==> src/rtl/mem_stage_pkg.sv <==
// Shared widths, access-descriptor bit positions, size codes and FSM states for
// the MEM stage and its load extender.
package mem_stage_pkg;
   localparam int REG_W       = 32;
   localparam int REG_ADDR_W  = 5;
   localparam int DATA_ADDR_W = 32;
   localparam int STALL_W     = 6;

   localparam int MEM_VALID    = 4;
   localparam int MEM_STORE    = 3;
   localparam int MEM_UNSIGNED = 2;
   localparam int STALL_MEM_WB = 4;

   localparam logic [1:0] SIZE_BYTE = 2'd0;
   localparam logic [1:0] SIZE_HALF = 2'd1;
   localparam logic [1:0] SIZE_WORD = 2'd3;

   typedef enum logic [1:0] {
      ST_IDLE = 2'd0,
      ST_BUSY = 2'd1,
      ST_DONE = 2'd2
   } mem_state_e;

   // Index of the final byte of an access; the illegal code 2 behaves as a word.
   function automatic logic [1:0] last_byte(input logic [1:0] size);
      return (size == 2'd2) ? SIZE_WORD : size;
   endfunction
endpackage

==> src/rtl/mem_stage_load_ext.sv <==
// Sign/zero extension of an assembled little-endian load value.
module mem_load_ext
   import mem_stage_pkg::*;
(
   input  logic [REG_W-1:0] raw,
   input  logic [1:0]       size,
   input  logic             is_unsigned,
   output logic [REG_W-1:0] result
);
   always_comb begin
      result = raw;
      case (size)
         SIZE_BYTE: result = {{24{raw[7] & ~is_unsigned}}, raw[7:0]};
         SIZE_HALF: result = {{16{raw[15] & ~is_unsigned}}, raw[15:0]};
         default:   result = raw;
      endcase
   end
endmodule

==> src/rtl/mem_stage.sv <==
// MEM stage: byte-serial load/store engine against an 8-bit memory controller,
// with zero-latency pass-through for non-memory instructions.
module mem_stage
   import mem_stage_pkg::*;
(
   input  logic                   clk,
   input  logic                   rst,
   input  logic                   rdy,
   input  logic [REG_W-1:0]       mem_rd_data,
   input  logic [REG_ADDR_W-1:0]  mem_rd_addr,
   input  logic [DATA_ADDR_W-1:0] mem_mem_addr,
   input  logic                   mem_rd_e,
   input  logic [4:0]             mem_length,
   input  logic [STALL_W-1:0]     stall,
   output logic                   mc_req,
   output logic                   mc_we,
   output logic [DATA_ADDR_W-1:0] mc_addr,
   output logic [7:0]             mc_wdata,
   input  logic                   mc_done,
   input  logic [7:0]             mc_rdata,
   output logic [REG_W-1:0]       wb_rd_data,
   output logic [REG_ADDR_W-1:0]  wb_rd_addr,
   output logic                   wb_rd_e,
   output logic                   stall_req
);
   mem_state_e             state_reg;
   logic [1:0]             cnt_reg;
   logic [DATA_ADDR_W-1:0] addr_reg;
   logic [REG_W-1:0]       data_reg;
   logic [REG_W-1:0]       asm_reg;
   logic [REG_ADDR_W-1:0]  rd_addr_reg;
   logic                   rd_e_reg;
   logic                   store_reg;
   logic                   unsigned_reg;
   logic [1:0]             size_reg;
   logic [REG_W-1:0]       load_value;
   logic                   capture;
   logic                   byte_done;
   logic                   unused_stall_bits;

   assign unused_stall_bits = ^{stall[STALL_W-1:STALL_MEM_WB+1], stall[STALL_MEM_WB-1:0]};

   assign capture   = rdy && (state_reg == ST_IDLE) && mem_length[MEM_VALID];
   assign byte_done = rdy && (state_reg == ST_BUSY) && mc_done;

   always_ff @(posedge clk or negedge rst) begin
      if (!rst) begin
         state_reg    <= ST_IDLE;
         cnt_reg      <= '0;
         addr_reg     <= '0;
         data_reg     <= '0;
         rd_addr_reg  <= '0;
         rd_e_reg     <= 1'b0;
         store_reg    <= 1'b0;
         unsigned_reg <= 1'b0;
         size_reg     <= '0;
      end else if (rdy) begin
         case (state_reg)
            ST_IDLE: if (capture) begin
               addr_reg     <= mem_mem_addr;
               data_reg     <= mem_rd_data;
               rd_addr_reg  <= mem_rd_addr;
               rd_e_reg     <= mem_rd_e;
               store_reg    <= mem_length[MEM_STORE];
               unsigned_reg <= mem_length[MEM_UNSIGNED];
               size_reg     <= mem_length[1:0];
               cnt_reg      <= '0;
               state_reg    <= ST_BUSY;
            end
            ST_BUSY: if (mc_done) begin
               if (cnt_reg == last_byte(size_reg)) state_reg <= ST_DONE;
               else                                cnt_reg   <= cnt_reg + 2'd1;
            end
            ST_DONE: if (!stall[STALL_MEM_WB]) state_reg <= ST_IDLE;
            default: state_reg <= ST_IDLE;
         endcase
      end
   end

   // One assembly lane per byte; lanes beyond the access size stay cleared.
   generate
      for (genvar gi = 0; gi < 4; gi++) begin : g_lane
         always_ff @(posedge clk or negedge rst) begin
            if (!rst)
               asm_reg[8*gi +: 8] <= '0;
            else if (capture)
               asm_reg[8*gi +: 8] <= '0;
            else if (byte_done && !store_reg && cnt_reg == 2'(gi))
               asm_reg[8*gi +: 8] <= mc_rdata;
         end
      end
   endgenerate

   mem_load_ext u_load_ext (
      .raw         (asm_reg),
      .size        (size_reg),
      .is_unsigned (unsigned_reg),
      .result      (load_value)
   );

   always_comb begin
      mc_req     = 1'b0;
      mc_we      = 1'b0;
      mc_addr    = '0;
      mc_wdata   = '0;
      wb_rd_data = '0;
      wb_rd_addr = '0;
      wb_rd_e    = 1'b0;
      stall_req  = 1'b0;
      if (rst) begin
         case (state_reg)
            ST_IDLE: begin
               wb_rd_addr = mem_rd_addr;
               if (mem_length[MEM_VALID]) begin
                  stall_req = 1'b1;
               end else begin
                  wb_rd_data = mem_rd_data;
                  wb_rd_e    = mem_rd_e;
               end
            end
            ST_BUSY: begin
               mc_req     = 1'b1;
               mc_we      = store_reg;
               mc_addr    = addr_reg + {30'd0, cnt_reg};
               mc_wdata   = data_reg[{cnt_reg, 3'b000} +: 8];
               stall_req  = 1'b1;
               wb_rd_addr = rd_addr_reg;
            end
            ST_DONE: begin
               wb_rd_addr = rd_addr_reg;
               if (!store_reg) begin
                  wb_rd_data = load_value;
                  wb_rd_e    = rd_e_reg;
               end
            end
            default: ;
         endcase
         if (wb_rd_addr == '0) wb_rd_e = 1'b0;
      end
   end
endmodule

==> config.mk <==
export PLATFORM = sky130hd
export DESIGN_NAME = mem_stage
export DESIGN_NICKNAME = d
export VERILOG_FILES = /design/src/rtl/mem_stage_pkg.sv /design/src/rtl/mem_stage_load_ext.sv /design/src/rtl/mem_stage.sv
export SDC_FILE = /design/constraint.sdc
export NUM_CORES = 1
export LEC_CHECK = 0
export CAP_MARGIN = 30
export CELL_PAD_IN_SITES_DETAIL_PLACEMENT = 1
export CELL_PAD_IN_SITES_GLOBAL_PLACEMENT = 1
export CORE_AREA = 2 2 154 118
export CTS_BUF_LIST = sky130_fd_sc_hd__clkbuf_4 sky130_fd_sc_hd__clkbuf_8 sky130_fd_sc_hd__clkbuf_16
export DETAILED_ROUTE_END_ITERATION = 10
export DIE_AREA = 0 0 156 120
export HOLD_SLACK_MARGIN = 0.02
export PLACE_DENSITY_LB_ADDON = 0.12
export SYNTH_ARGS = -nofsm -noshare
export SYNTH_HDL_FRONTEND = slang
export SYNTH_SLANG_ARGS = --single-unit
==> constraint.sdc <==
create_clock -name clk -period 7.5 [get_ports clk]
set_clock_uncertainty 0.2 [all_clocks]
set_input_delay 1.125 -clock clk [delete_from_list [all_inputs] [get_ports clk]]
set_output_delay 1.125 -clock clk [all_outputs]
set_load 0.005 [all_outputs]
# After elaboration in Yosys (flattened, before gate mapping)
# Index checks and enable logic that the tools add are counted.
[op_classes]
addsub = 2
eq_ne = 13
shifts = 1
n_mux = 42
bitwise_logic = 3
n_reduce_logical = 23
[ops]
columns = ["operator", "count"]
rows = [
  ["32-bit two-way mux", 5],
  ["32-bit one-hot mux with 2 select lines", 2],
  ["8-bit two-way mux", 10],
  ["32-bit by 2-bit adder with 32-bit output", 1],
  ["32-bit by 6-bit variable part select with 8-bit output", 1],
  ["2-bit two-way mux", 8],
  ["1-bit two-way mux", 10],
  ["5-bit two-way mux", 2],
  ["5-bit one-hot mux with 2 select lines", 1],
  ["5-bit AND reduction", 2],
  ["2-bit nonzero test", 5],
  ["1-bit logical AND", 9],
  ["2-bit equality test, second input constant", 4],
  ["2-bit inequality test, second input constant", 4],
  ["2-bit by 1-bit equality test with 1-bit output, second input constant", 3],
  ["2-bit logical NOT", 3],
  ["2-bit one-hot mux with 3 select lines", 1],
  ["5-bit logical NOT", 1],
  ["1-bit one-hot mux with 2 select lines", 2],
  ["2-bit one-hot mux with 2 select lines", 1],
  ["3-bit AND reduction", 1],
  ["2-bit by 1-bit adder with 2-bit output, second input constant", 1],
  ["1-bit bitwise AND", 2],
  ["2-bit equality test", 1],
  ["other kinds (4)", 4],
]
[totals]
reg_bits = 110
inputBits = 93
out_inout_bits = 81
elab_cells = 97

# Logic depth before layout (Yosys ltp)
[logic_depth]
word_depth = 7
ltp_mapped = 8
ltp_nobuf = 7

# Modules after synthesis
# A second synthesis with hierarchy kept.
[unflattened]
cells_unflattened = 824
area_unflattened_um2 = 6561.3
[by_module_without_submodules]
columns = ["mod", "n_inst", "cells_each", "area_each_um2", "seq_area_each_um2"]
rows = [
  ["mem_stage", 1, 757, 6206.0, 2752.6],
  ["mem_load_ext", 1, 67, 355.3, 0.0],
]

# Least setup slack after synthesis
# No wires, ideal clock.
[synth_timing]
path_kind = "register -> output"
from = "reg cnt_reg[0]"
to = "out mc_addr[28]"
arrival_ns = 2.259
required_ns = 6.175
setup_slack_ns = 3.916
stages_incl_launch_ff = 8
n_path_buf = 1
path_cell_list = "dfrtp_1 ha_1 fa_1 nand4_2 or4_1 buf_2 or4_1 a21oi_1"
[synth_via]
elab_chain_cells = 3
[synth_rtl]
columns = ["item", "line", "text"]
rows = [
  ["start: declaration", "mem_stage.sv:27", "logic [1:0] cnt_reg;"],
  ["start signal: assignment", "mem_stage.sv:72", "else cnt_reg <= cnt_reg + 2'd1;"],
  ["32-bit by 2-bit adder with 32-bit output", "mem_stage.sv:124", "mc_addr = addr_reg + {30'd0, cnt_reg};"],
  ["32-bit two-way mux", "mem_stage.sv:111", "case (state_reg)"],
  ["32-bit two-way mux", "mem_stage.sv:110", "if (rst) begin"],
  ["end: declaration", "mem_stage.sv:17", "output logic [DATA_ADDR_W-1:0] mc_addr,"],
]
# Every way passes these cells.

# Final worst setup path
[layout_timing]
from = "in rst"
to = "out mc_addr[29]"
[layout_via]
elab_chain_cells = 1
[layout_rtl]
columns = ["item", "line", "text"]
rows = [
  ["start: declaration", "mem_stage.sv:7", "input logic rst,"],
  ["32-bit two-way mux", "mem_stage.sv:110", ""],
]
# Every way passes these cells.

==> run metrics <==
Setup-failing EPs final 0; I/O pin total 174; Post-Route Utilization 0.4952; asr flop ratio synth 1.000; Tmin final 4.972 ns; Yosys warning total 0; worst hold path class reg2reg; nets 1035; mux cell area share after synthesis 0.03313; Clk pwr share 0.190; CP Launch Point rst; TritonCTS buffer count 9; Pwr Density 318.9 nW/um2; Cell variety after synth 48; Post-CTS Setup Bufs 0; Synth Instances 797; worst-path fanout max 72; Crit path depth 7; fin. max-slew vios 0; Gate power share 0.411; Compound-Gate Fraction of Synth Area 0.1329; R2R cell count 6; reg2reg start state_reg[1]$_DFFE_PN0P_; Pint 1645 uW; RePlAce Congestion 0.7951; RSZ-0062 raised after global routing false; Cell Chain, Critical Path buf_4, nand2_1, buf_4, inv_1, nand2b_1, o41ai_1, clkdlybuf4s50_1; routed len/inst 19.75 um; type of the worst setup path in2out; Required @ worst endpoint 6.17 ns; htree depth 3; Tcrit/Tclk final 0.6629; synth top area cells dfrtp_1 43%, nand2_1 16%, a21oi_1 5.2%; clk sink count 110; slowest stage delay, CP 0.58 ns; slew margin rel. 0.3075; initial antenna violation count 0; synthesized cell area 6421 um2; Yosys reg bits 110; DPL Wire Length 16.43 mm; r2r setup slk 4.57 ns; crit end category primary output; first-pass GRT wire length 36.26 mm; Area Growth Syn to Fin 33.34%; # resized after CTS 0; Total Neg Setup Slack 0 ns; row count 42; Via Count 6333; Syn Area/Cell 8.057 um2; Post-synth EDFFs 0; number of remaining DRC errors 0; status finished, final reports clean; sw power 1085 uW; DR pass1 iterations 5; Synth Flop Type dfrtp_1; gr ovfl total 0; Critical Path Source Type input pin; fmax 201.1 MHz; syn nets 903; largest net degree at the start of global routing 73; die width 156 um; initial DRC count 392; Starting Density 0.3714; register area share after synthesis 0.4287; layout cells sized above 1 0.04716; Clk Latency, worst-skew pair 0.36 ns; Ant. Diodes 0; Die Y 120 um; Post-Synth Adder-Cell Area 0.02650; CTS tree done; Via density 5.493; Reg power frac 0.400; clk buf depth 2; Worst Tran Pin Value 1.039 ns; Post-Synth Simple-Gate Area 0.3246; layout filler cell count 2032; quantity of I/O buffers inserted on ports 168; Top delay family on crit path buffers and inverters; vias in the first global route 6469; Reg clk slew, reported paths 0.07 ns; most frequent CP cell buf_4; core area 17290 um2; hold slack 0.2769 ns; Reg area 2753 um2; leading area contributor after synthesis dfrtp_1; Fin. Hold Viols 0; xor/xnor share of the synthesized area 0.01500; area of the multi-input gates 3430 um2; clock tree root buffer cell clkbuf_16; top cell type's share of synthesized area 0.4287; largest family of logic cells by synthesized area simple AND/OR/NAND/NOR gates; hold_buf cts 0; Static Leakage 0.003566 uW; WL final 22.78 mm; Critical path destination mc_addr[29]; Die ar. 18720 um2; crit path DAT 3.65 ns; switch share 0.3976; peak supply drop 0.0001188 V; worst-path cell with the longest stage delay clkdlybuf4s50_1; capturing point of the worst reg2reg path data_reg[4]$_DFFE_PN0P_; Final ANT Viol Nets 0; total of max-cap violations 0; CP bufs+invs 4; overall routing resource usage 0.2503
cell usage in the layout, fill, tap and decap left out, drive strengths merged, types with 14 or more instances in the layout:
cell type and instances:
a22oi 14, a21oi 67, or4 15, o21ai 20, nand2b 19, dfrtp 110
clkdlybuf4s50 167, a32oi 16, nand2 268, nand3 44, nor2b 38, nor2 18
routing by layer:
layer  GRT usage  up-vias  routed length, um
met1      0.3781     3159              11320
met2      0.3711      175               9957
met4     0.04931        0                222
li1            -     2982                  -
met3     0.05237       17               1279
met5           0        -                  0
worst register-to-register path, stage by stage (launching register included):
cell and delay [ns]:
dfrtp_1 0.42, inv_1 0.14, ha_1 0.43, and3_4 0.62, buf_4 0.68, nand2_1 0.27, nand2_1 0.11
area by class of cell:
| type | count | area share |
|---|---|---|
| multi-input combinational | 621 | 0.4006 |
| timing repair buffer | 179 | 0.2058 |
| inverter | 8 | 0.003507 |
| clock inverter | 4 | 0.008476 |
| tap | 220 | 0.03215 |
| sequential | 110 | 0.3215 |
| clock buffer | 11 | 0.02806 |
how the worst min path moves through the flow:
stage	from	endpoint	slack, ns	cells past startpoint
3_5_place_dp	data_reg[21]$_DFFE_PN0P_	data_reg[21]$_DFFE_PN0P_	0.26	2
2_1_floorplan	data_reg[16]$_DFFE_PN0P_	data_reg[16]$_DFFE_PN0P_	0.24	2
4_1_cts	data_reg[21]$_DFFE_PN0P_	data_reg[21]$_DFFE_PN0P_	0.28	2
3_3_place_gp	data_reg[20]$_DFFE_PN0P_	data_reg[20]$_DFFE_PN0P_	0.25	2
6_report	data_reg[21]$_DFFE_PN0P_	data_reg[21]$_DFFE_PN0P_	0.28	2
5_1_grt	data_reg[28]$_DFFE_PN0P_	data_reg[28]$_DFFE_PN0P_	0.31	2
metrics by stage:
| step | worst slack, ns | total power, uW | cell area (um2) | instances |
|---|---|---|---|---|
| final | 2.528 | 2730 | 8562 | 1153 |
| after floorplan | 3.916 | 1693 | 6421 | 797 |
| after detailed placement | 2.532 | 2212 | 8249 | 1138 |
| after global placement | 2.628 | 2145 | 8249 | 1138 |
| after CTS | 2.510 | 2744 | 8562 | 1153 |
| after global routing | 2.294 | 2939 | 8562 | 1153 |
synthesized netlist by cell type, drive strengths merged (5+ instances only):
cell / number
ha: 12
o31ai: 8
a32oi: 16
and4: 6
nand3: 44
clkbuf: 51
dfrtp: 110
and3: 6
xnor2: 6
a22oi: 14
nand2: 268
mux4: 8
or3: 7
nor2: 18
nor2b: 38
inv: 8
or4: 15
nand4: 9
nand2b: 19
o21ai: 20
buf: 7
a21oi: 67
and2: 9
xor2: 5
power groups by stage:
stage | registers (uW) | clock network [uW] | logic (uW)
after floorplan | 981 | 0 | 712
after global placement | 1070 | 0 | 1070
after detailed placement | 1100 | 0 | 1120
after CTS | 1090 | 529 | 1130
after global routing | 1130 | 552 | 1260
final | 1090 | 518 | 1120
logic make-up after synthesis:
kind of cell	after synthesis
and+or+nand+nor	448
AOI/OAI and AO/OA	138
DFF	110
buffers and inverters	66
adders and majority gates	13
xor gates and xnor gates	11
muxes	11
(Power assumes the default switching activity.)
